[src/rtl/wave_pkg.sv]
// rtl/wave_pkg.sv - frame geometry, shared types and the row wave offset used by forward filter and reader
package wave_pkg;
    localparam int FRAME_WIDTH  = 240;
    localparam int FRAME_HEIGHT = 320;
    localparam int FIFO_DEPTH   = 4;

    typedef logic [10:0]        hcount_t;
    typedef logic [9:0]         vcount_t;
    typedef logic [6:0]         pixel_t;
    typedef logic signed [11:0] offset_t;

    typedef enum logic [1:0] {
        IDLE  = 2'd0,
        SCAN  = 2'd1,
        DRAIN = 2'd2
    } state_t;

    typedef struct packed {
        hcount_t hcount;
        vcount_t vcount;
        pixel_t  pixel;
    } beat_t;

    typedef struct packed {
        logic    valid;
        hcount_t hcount;
        vcount_t vcount;
    } tag_t;

    // Horizontal shift applied to row v; the forward filter adds it, the reader subtracts it.
    function automatic offset_t wave_offset(input vcount_t v);
        offset_t vs;
        offset_t a;
        offset_t b;
        vs = $signed({2'b00, v});
        if (vs > offset_t'(FRAME_HEIGHT / 2)) begin
            a = (vs - offset_t'(FRAME_HEIGHT)) >>> 4;
            b = (vs - offset_t'(FRAME_HEIGHT / 2)) >>> 4;
        end else begin
            a = (vs - offset_t'(FRAME_HEIGHT / 2)) >>> 4;
            b = (-vs) >>> 4;
        end
        return a * b;
    endfunction
endpackage

[src/rtl/pix_fifo.sv]
// rtl/pix_fifo.sv - 4-entry synchronous beat FIFO with same-cycle push and pop
module pix_fifo
    import wave_pkg::*;
(
    input  logic       clk_in,
    input  logic       rst_in,
    input  logic       in_tvalid,
    input  beat_t      in_tdata,
    output logic       out_tvalid,
    input  logic       out_tready,
    output beat_t      out_tdata,
    output logic [2:0] count
);
    beat_t      mem [FIFO_DEPTH];
    logic [1:0] wr_ptr;
    logic [1:0] rd_ptr;
    logic       push;
    logic       pop;

    assign out_tvalid = (count != 3'd0);
    assign pop        = out_tvalid && out_tready;
    // Upstream credit keeps a full FIFO from seeing a push; the guard only protects state.
    assign push       = in_tvalid && ((count != 3'(FIFO_DEPTH)) || pop);
    assign out_tdata  = out_tvalid ? mem[rd_ptr] : '0;

    always_ff @(posedge clk_in) begin
        if (push) begin
            mem[wr_ptr] <= in_tdata;
        end
    end

    always_ff @(posedge clk_in) begin
        if (rst_in) begin
            wr_ptr <= '0;
            rd_ptr <= '0;
            count  <= '0;
        end else begin
            if (push) begin
                wr_ptr <= wr_ptr + 2'd1;
            end
            if (pop) begin
                rd_ptr <= rd_ptr + 2'd1;
            end
            count <= count + 3'(push) - 3'(pop);
        end
    end
endmodule

[src/rtl/wave_unwarp_reader.sv]
// rtl/wave_unwarp_reader.sv - credit-paced raster BRAM reader undoing the row wave (WAVE_UNWARP_EN enables the offset)
module wave_unwarp_reader
    import wave_pkg::*;
#(
    parameter int WIDTH        = FRAME_WIDTH,
    parameter int HEIGHT       = FRAME_HEIGHT,
    parameter int BRAM_LATENCY = 2
) (
    input  logic        clk_in,
    input  logic        rst_in,
    input  logic        start_in,
    input  logic        ready_in,
    input  logic [6:0]  bram_data_in,
    output logic [16:0] addr_out,
    output logic        rd_en_out,
    output logic        data_valid_out,
    output logic [10:0] hcount_out,
    output logic [9:0]  vcount_out,
    output logic [6:0]  pixel_out,
    output logic        busy_out,
    output logic        frame_done_out
);
    localparam logic signed [12:0] WIDTH_S = 13'(WIDTH);

    state_t             state_q;
    state_t             state_d;
    hcount_t            h_q;
    vcount_t            v_q;
    tag_t               tag_q [BRAM_LATENCY];
    logic [3:0]         in_flight;
    logic [2:0]         fifo_count;
    logic               rd_en;
    logic               last_pos;
    logic               credit_ok;
    logic               frame_done_q;
    offset_t            offset;
    logic signed [12:0] src_raw;
    logic signed [12:0] src_col;
    beat_t              push_beat;
    beat_t              head_beat;
    logic               head_valid;

    always_comb begin
        in_flight = '0;
        for (int i = 0; i < BRAM_LATENCY; i++) begin
            in_flight = in_flight + 4'(tag_q[i].valid);
        end
    end

    // Reads outstanding plus queued beats never exceed the FIFO depth, so pushes cannot overflow.
    assign credit_ok = (4'(fifo_count) + in_flight) < 4'(FIFO_DEPTH);
    assign last_pos  = (h_q == hcount_t'(WIDTH - 1)) && (v_q == vcount_t'(HEIGHT - 1));

    always_comb begin
        state_d = state_q;
        rd_en   = 1'b0;
        case (state_q)
            IDLE: begin
                if (start_in) begin
                    state_d = SCAN;
                end
            end
            SCAN: begin
                if (credit_ok) begin
                    rd_en = 1'b1;
                    if (last_pos) begin
                        state_d = DRAIN;
                    end
                end
            end
            DRAIN: begin
                if ((in_flight == 4'd0) && !head_valid) begin
                    state_d = IDLE;
                end
            end
            default: state_d = IDLE;
        endcase
    end

    always_ff @(posedge clk_in) begin
        if (rst_in) begin
            state_q      <= IDLE;
            frame_done_q <= 1'b0;
        end else begin
            state_q      <= state_d;
            frame_done_q <= (state_q == DRAIN) && (state_d == IDLE);
        end
    end

    always_ff @(posedge clk_in) begin
        if (rst_in || ((state_q == IDLE) && start_in)) begin
            h_q <= '0;
            v_q <= '0;
        end else if (rd_en) begin
            if (h_q == hcount_t'(WIDTH - 1)) begin
                h_q <= '0;
                v_q <= (v_q == vcount_t'(HEIGHT - 1)) ? '0 : v_q + 10'd1;
            end else begin
                h_q <= h_q + 11'd1;
            end
        end
    end

`ifdef WAVE_UNWARP_EN
    assign offset = wave_offset(v_q);
`else
    assign offset = '0;
`endif

    // The offset magnitude stays below one row, so a single wrap step lands in [0, WIDTH-1].
    always_comb begin
        src_raw = $signed({2'b00, h_q}) - 13'(offset);
        if (src_raw < 13'sd0) begin
            src_col = src_raw + WIDTH_S;
        end else if (src_raw >= WIDTH_S) begin
            src_col = src_raw - WIDTH_S;
        end else begin
            src_col = src_raw;
        end
    end

    assign addr_out  = rd_en ? (17'(v_q) * 17'(WIDTH) + 17'($unsigned(src_col))) : '0;
    assign rd_en_out = rd_en;

    always_ff @(posedge clk_in) begin
        if (rst_in) begin
            for (int i = 0; i < BRAM_LATENCY; i++) begin
                tag_q[i] <= '0;
            end
        end else begin
            tag_q[0] <= '{valid: rd_en, hcount: h_q, vcount: v_q};
            for (int i = 1; i < BRAM_LATENCY; i++) begin
                tag_q[i] <= tag_q[i-1];
            end
        end
    end

    assign push_beat = '{hcount: tag_q[BRAM_LATENCY-1].hcount,
                         vcount: tag_q[BRAM_LATENCY-1].vcount,
                         pixel:  bram_data_in};

    pix_fifo u_fifo (
        .clk_in     (clk_in),
        .rst_in     (rst_in),
        .in_tvalid  (tag_q[BRAM_LATENCY-1].valid),
        .in_tdata   (push_beat),
        .out_tvalid (head_valid),
        .out_tready (ready_in),
        .out_tdata  (head_beat),
        .count      (fifo_count)
    );

    assign data_valid_out = head_valid;
    assign hcount_out     = head_beat.hcount;
    assign vcount_out     = head_beat.vcount;
    assign pixel_out      = head_beat.pixel;
    assign busy_out       = (state_q != IDLE);
    assign frame_done_out = frame_done_q;
endmodule

[config.mk]
export PLATFORM = sky130hd
export DESIGN_NAME = wave_unwarp_reader
export DESIGN_NICKNAME = d
export VERILOG_FILES = /design/src/rtl/wave_pkg.sv /design/src/rtl/pix_fifo.sv /design/src/rtl/wave_unwarp_reader.sv
export SDC_FILE = /design/constraint.sdc
export NUM_CORES = 1
export LEC_CHECK = 0
export BUFFER_PORTS_ARGS = -buffer_cell sky130_fd_sc_hd__buf_4
export CAP_MARGIN = 10
export CORE_MARGIN = 10
export CORE_UTILIZATION = 50
export CTS_CLUSTER_DIAMETER = 200
export DETAILED_ROUTE_END_ITERATION = 8
export HOLD_SLACK_MARGIN = 0.03
export MAX_ROUTING_LAYER = met4
export PLACE_DENSITY = 0.68
export SLEW_MARGIN = 40
export SYNTH_ARGS = -nofsm -noshare
export SYNTH_HDL_FRONTEND = slang
export SYNTH_SLANG_ARGS = --single-unit
[constraint.sdc]
create_clock -name clk_in -period 5.7 [get_ports clk_in]
set_input_delay 1.14 -clock clk_in [delete_from_list [all_inputs] [get_ports clk_in]]
set_output_delay 1.14 -clock clk_in [all_outputs]
set_load 0.01 [all_outputs]
==> results.cfg <==
[status]
status = complete, no violations

[yosys]
ys_ff_latch = 189
synth.largest_area_cell = edfxtp_1
syn_avg_cell_area_um2 = 12.92
yosysSeqAreaShare = 0.5675
synth_ff_type = edfxtp_1
synth-edff-count = 112
synthTopCellsByArea = edfxtp_1 (39%), dfxtp_1 (18%), mux4_2 (7.3%)
synth_area_um2 = 8642
syn_inst = 669
netlist.area_leader.share = 0.3892
ys_types = 48
syn_nets = 745
synthArstFlopShare = 0
ys_warn_count = 0

[global_route]
grt_pass1_wl_um = 26400
grt-ovfl-total = 0
grt_pass1_vias = 5392
grt_max_degree = 58
grt.total_usage = 0.1491
antenna_found_initial = 0

[min_path]
hold_depth = 1
hp-start = tag_q[0][5]$_SDFF_PP0_
whs_endpoint = tag_q[0][27]$_SDFF_PP0_
hold_class = reg -> reg

[clock_tree]
clock_path_buffers = 2
cts_sinks = 189
numCtsBuffers = 17
clock_latency_ns = 0.42
clk_pin_slew_worst_paths_ns = 0.06
cts_tree = built
htree_levels = 4
cts-root-buf = clkbuf_16

[pwr]
p_total_uw = 3358
irDropWorstVdd_uv = 205.3
p_leak_uw = 0.003871
power_density_nw_per_um2 = 337.7

[route]
drc = 0
first_iter_violations = 257
wl_per_cell_um = 16.32
vias_per_cell = 5.260
drtAntennaViolNets = 0
drt_wl_total_um = 15740
vias = 5071
drt_first_pass_iters = 6

[layout]
mostFrequentLayoutCell = edfxtp_1
layout_common_cells = edfxtp_1 (112), dfxtp_1 (73), nor2_1 (64), buf_4 (64), inv_1 (46)
final_core_util = 0.5808
antenna_cells = 0
area_growth_pct = 15.04
drive_gt1_frac = 0.1949
fin_cells = 964
fin_nets = 803

[critical_path]
cp.required_ns = 4.56
critPathMaxFanout = 8
endpoint_kind = primary output
reg2reg_to = u_fifo.count[2]$_SDFF_PP0_
arrival_ns = 4.31
path_class = reg -> out
cp-start-kind = register
worstReg2RegStart = u_fifo.count[1]$_SDFF_PP0_
r2r_cells = 11
r2r_setup_slack_ns = 2.95

[placement]
dp_cells = 930
place_hpwl_um = 10870
gp_congestion = 0.8737
preCtsSetupSlack_ns = 0.4004
port_buffers = 59

[timing]
worst_pin_slew_ns = 0.7797
finalSetupViolCount = 0
rsz0062_at_grt = no
finalSetupTns_ns = 0
finalCritPeriodShare = 0.9560
finalHoldViolCount = 0
finClkSkew_ns = 0.01209
finalWorstSetupSlack_ns = 0.2510
fmax_mhz = 183.5
post-route-min-period_ns = 5.449
drv_slew = 0
max-slew-margin-rel = 0.4802

[floorplan]
start_util = 0.5049
die-area_um2 = 22940
die_h_um = 151.5
fp.dieW_um = 151.5
design.core.area_um2 = 17120
rows = 48
io_pins = 60

[job]
drv_cap = 0
-- per-stage QoR --
| step | instance area (µm²) | hold WS, ns |
|---|---|---|
| 6_report | 9942 | 0.4378 |
| 2_1_floorplan | 8642 | 0.4138 |
| 4_1_cts | 9878 | 0.4373 |
| 5_1_grt | 9942 | 0.4596 |
| 3_3_place_gp | 9275 | 0.4228 |
| 3_5_place_dp | 9278 | 0.4218 |
-- synthesized netlist by cell type, types with 4 or more instances --
master and n:
nor3_1 7, nor4_1 4, nor2b_1 32, a21o_1 6, or3_1 6, clkbuf_1 20
fa_1 19, edfxtp_1 112, a21oi_1 20, nor2_1 64, and2_1 39, inv_1 50
nand2_1 22, xor2_1 15, xnor2_1 25, a211oi_1 4, and3_1 4, mux4_2 28
mux2i_1 4, nand4_1 4, ha_1 46, nand3_1 16, o21ai_0 12, dfxtp_1 77
-- timing repair --
action | 4_1_cts | 5_1_grt
setup endpoints to repair | 2 | 4
pin swaps | 0 | 4
buffers inserted | 0 | 3
gates resized for setup | 2 | 14
hold buffers | 0 | 0
-- how the worst max path moves through the flow --
stage,from,end,slack [ns],cells after the start
after global placement,v_q[2]$_SDFFE_PP0P_,addr_out[16],0.55,15
after CTS,v_q[0]$_SDFFE_PP0P_,addr_out[15],0.03,16
after global routing,v_q[0]$_SDFFE_PP0P_,addr_out[15],0.007,17
after floorplan,v_q[2]$_SDFFE_PP0P_,addr_out[16],0.82,14
final,v_q[0]$_SDFFE_PP0P_,addr_out[15],0.25,17
after detailed placement,v_q[3]$_SDFFE_PP0P_,addr_out[16],0.40,15
-- registers in the layout (all words and copies together), names as in the netlist, named ones only --
signal	flops
u_fifo.rd_ptr	2
v_q	10
u_fifo.mem	112
u_fifo.count	3
u_fifo.wr_ptr	2
state_q	2
tag_q	44
frame_done_out	1
h_q	11
-- report_power, final --
part | switching (µW) | internal [µW]
registers | 74.1 | 1470
logic | 284 | 349
clock network | 487 | 694
-- routing by layer --
layer / GRT usage / vias to the layer above / part of all wire
met5: - / - / 0
met4: 0.05005 / 0 / 0.017
met3: 0.03089 / 22 / 0.047
met2: 0.2522 / 112 / 0.50
met1: 0.1742 / 2485 / 0.44
li1: - / 2452 / -
-- logic make-up after synthesis --
logic type,count (synthesis),synth area share
compound gates,60,0.04358
xor+xnor,40,0.04054
fa+ha+maj,65,0.1106
buf+inv,75,0.03475
flops,189,0.5675
mux,32,0.07760
simple gates,208,0.1254
-- worst max-delay path, stage by stage, from the launching register on --
cell       delay [ns]
dfxtp_2          0.36
fa_1             0.58
inv_1            0.06
fa_1             0.48
inv_1            0.06
ha_1             0.28
a21oi_2          0.20
nor2b_1          0.07
nor2_1           0.11
xnor2_1          0.09
ha_2             0.37
nor2_1           0.06
nor2_1           0.20
a2111oi_2        0.12
buf_4            0.15
nor4_1           0.34
mux2i_1          0.22
buf_4            0.14
-- area by class of cell --
| class | count | area [µm²] |
|---|---|---|
| multi-input combinational | 405 | 3483 |
| clock inverter | 12 | 163.9 |
| inverter | 50 | 187.7 |
| tap | 225 | 281.5 |
| fill | 1407 | 7174 |
| timing repair buffer | 64 | 480.5 |
| sequential | 189 | 4912 |
| clock buffer | 19 | 432.9 |
Power figures use the tool's default switching activity.
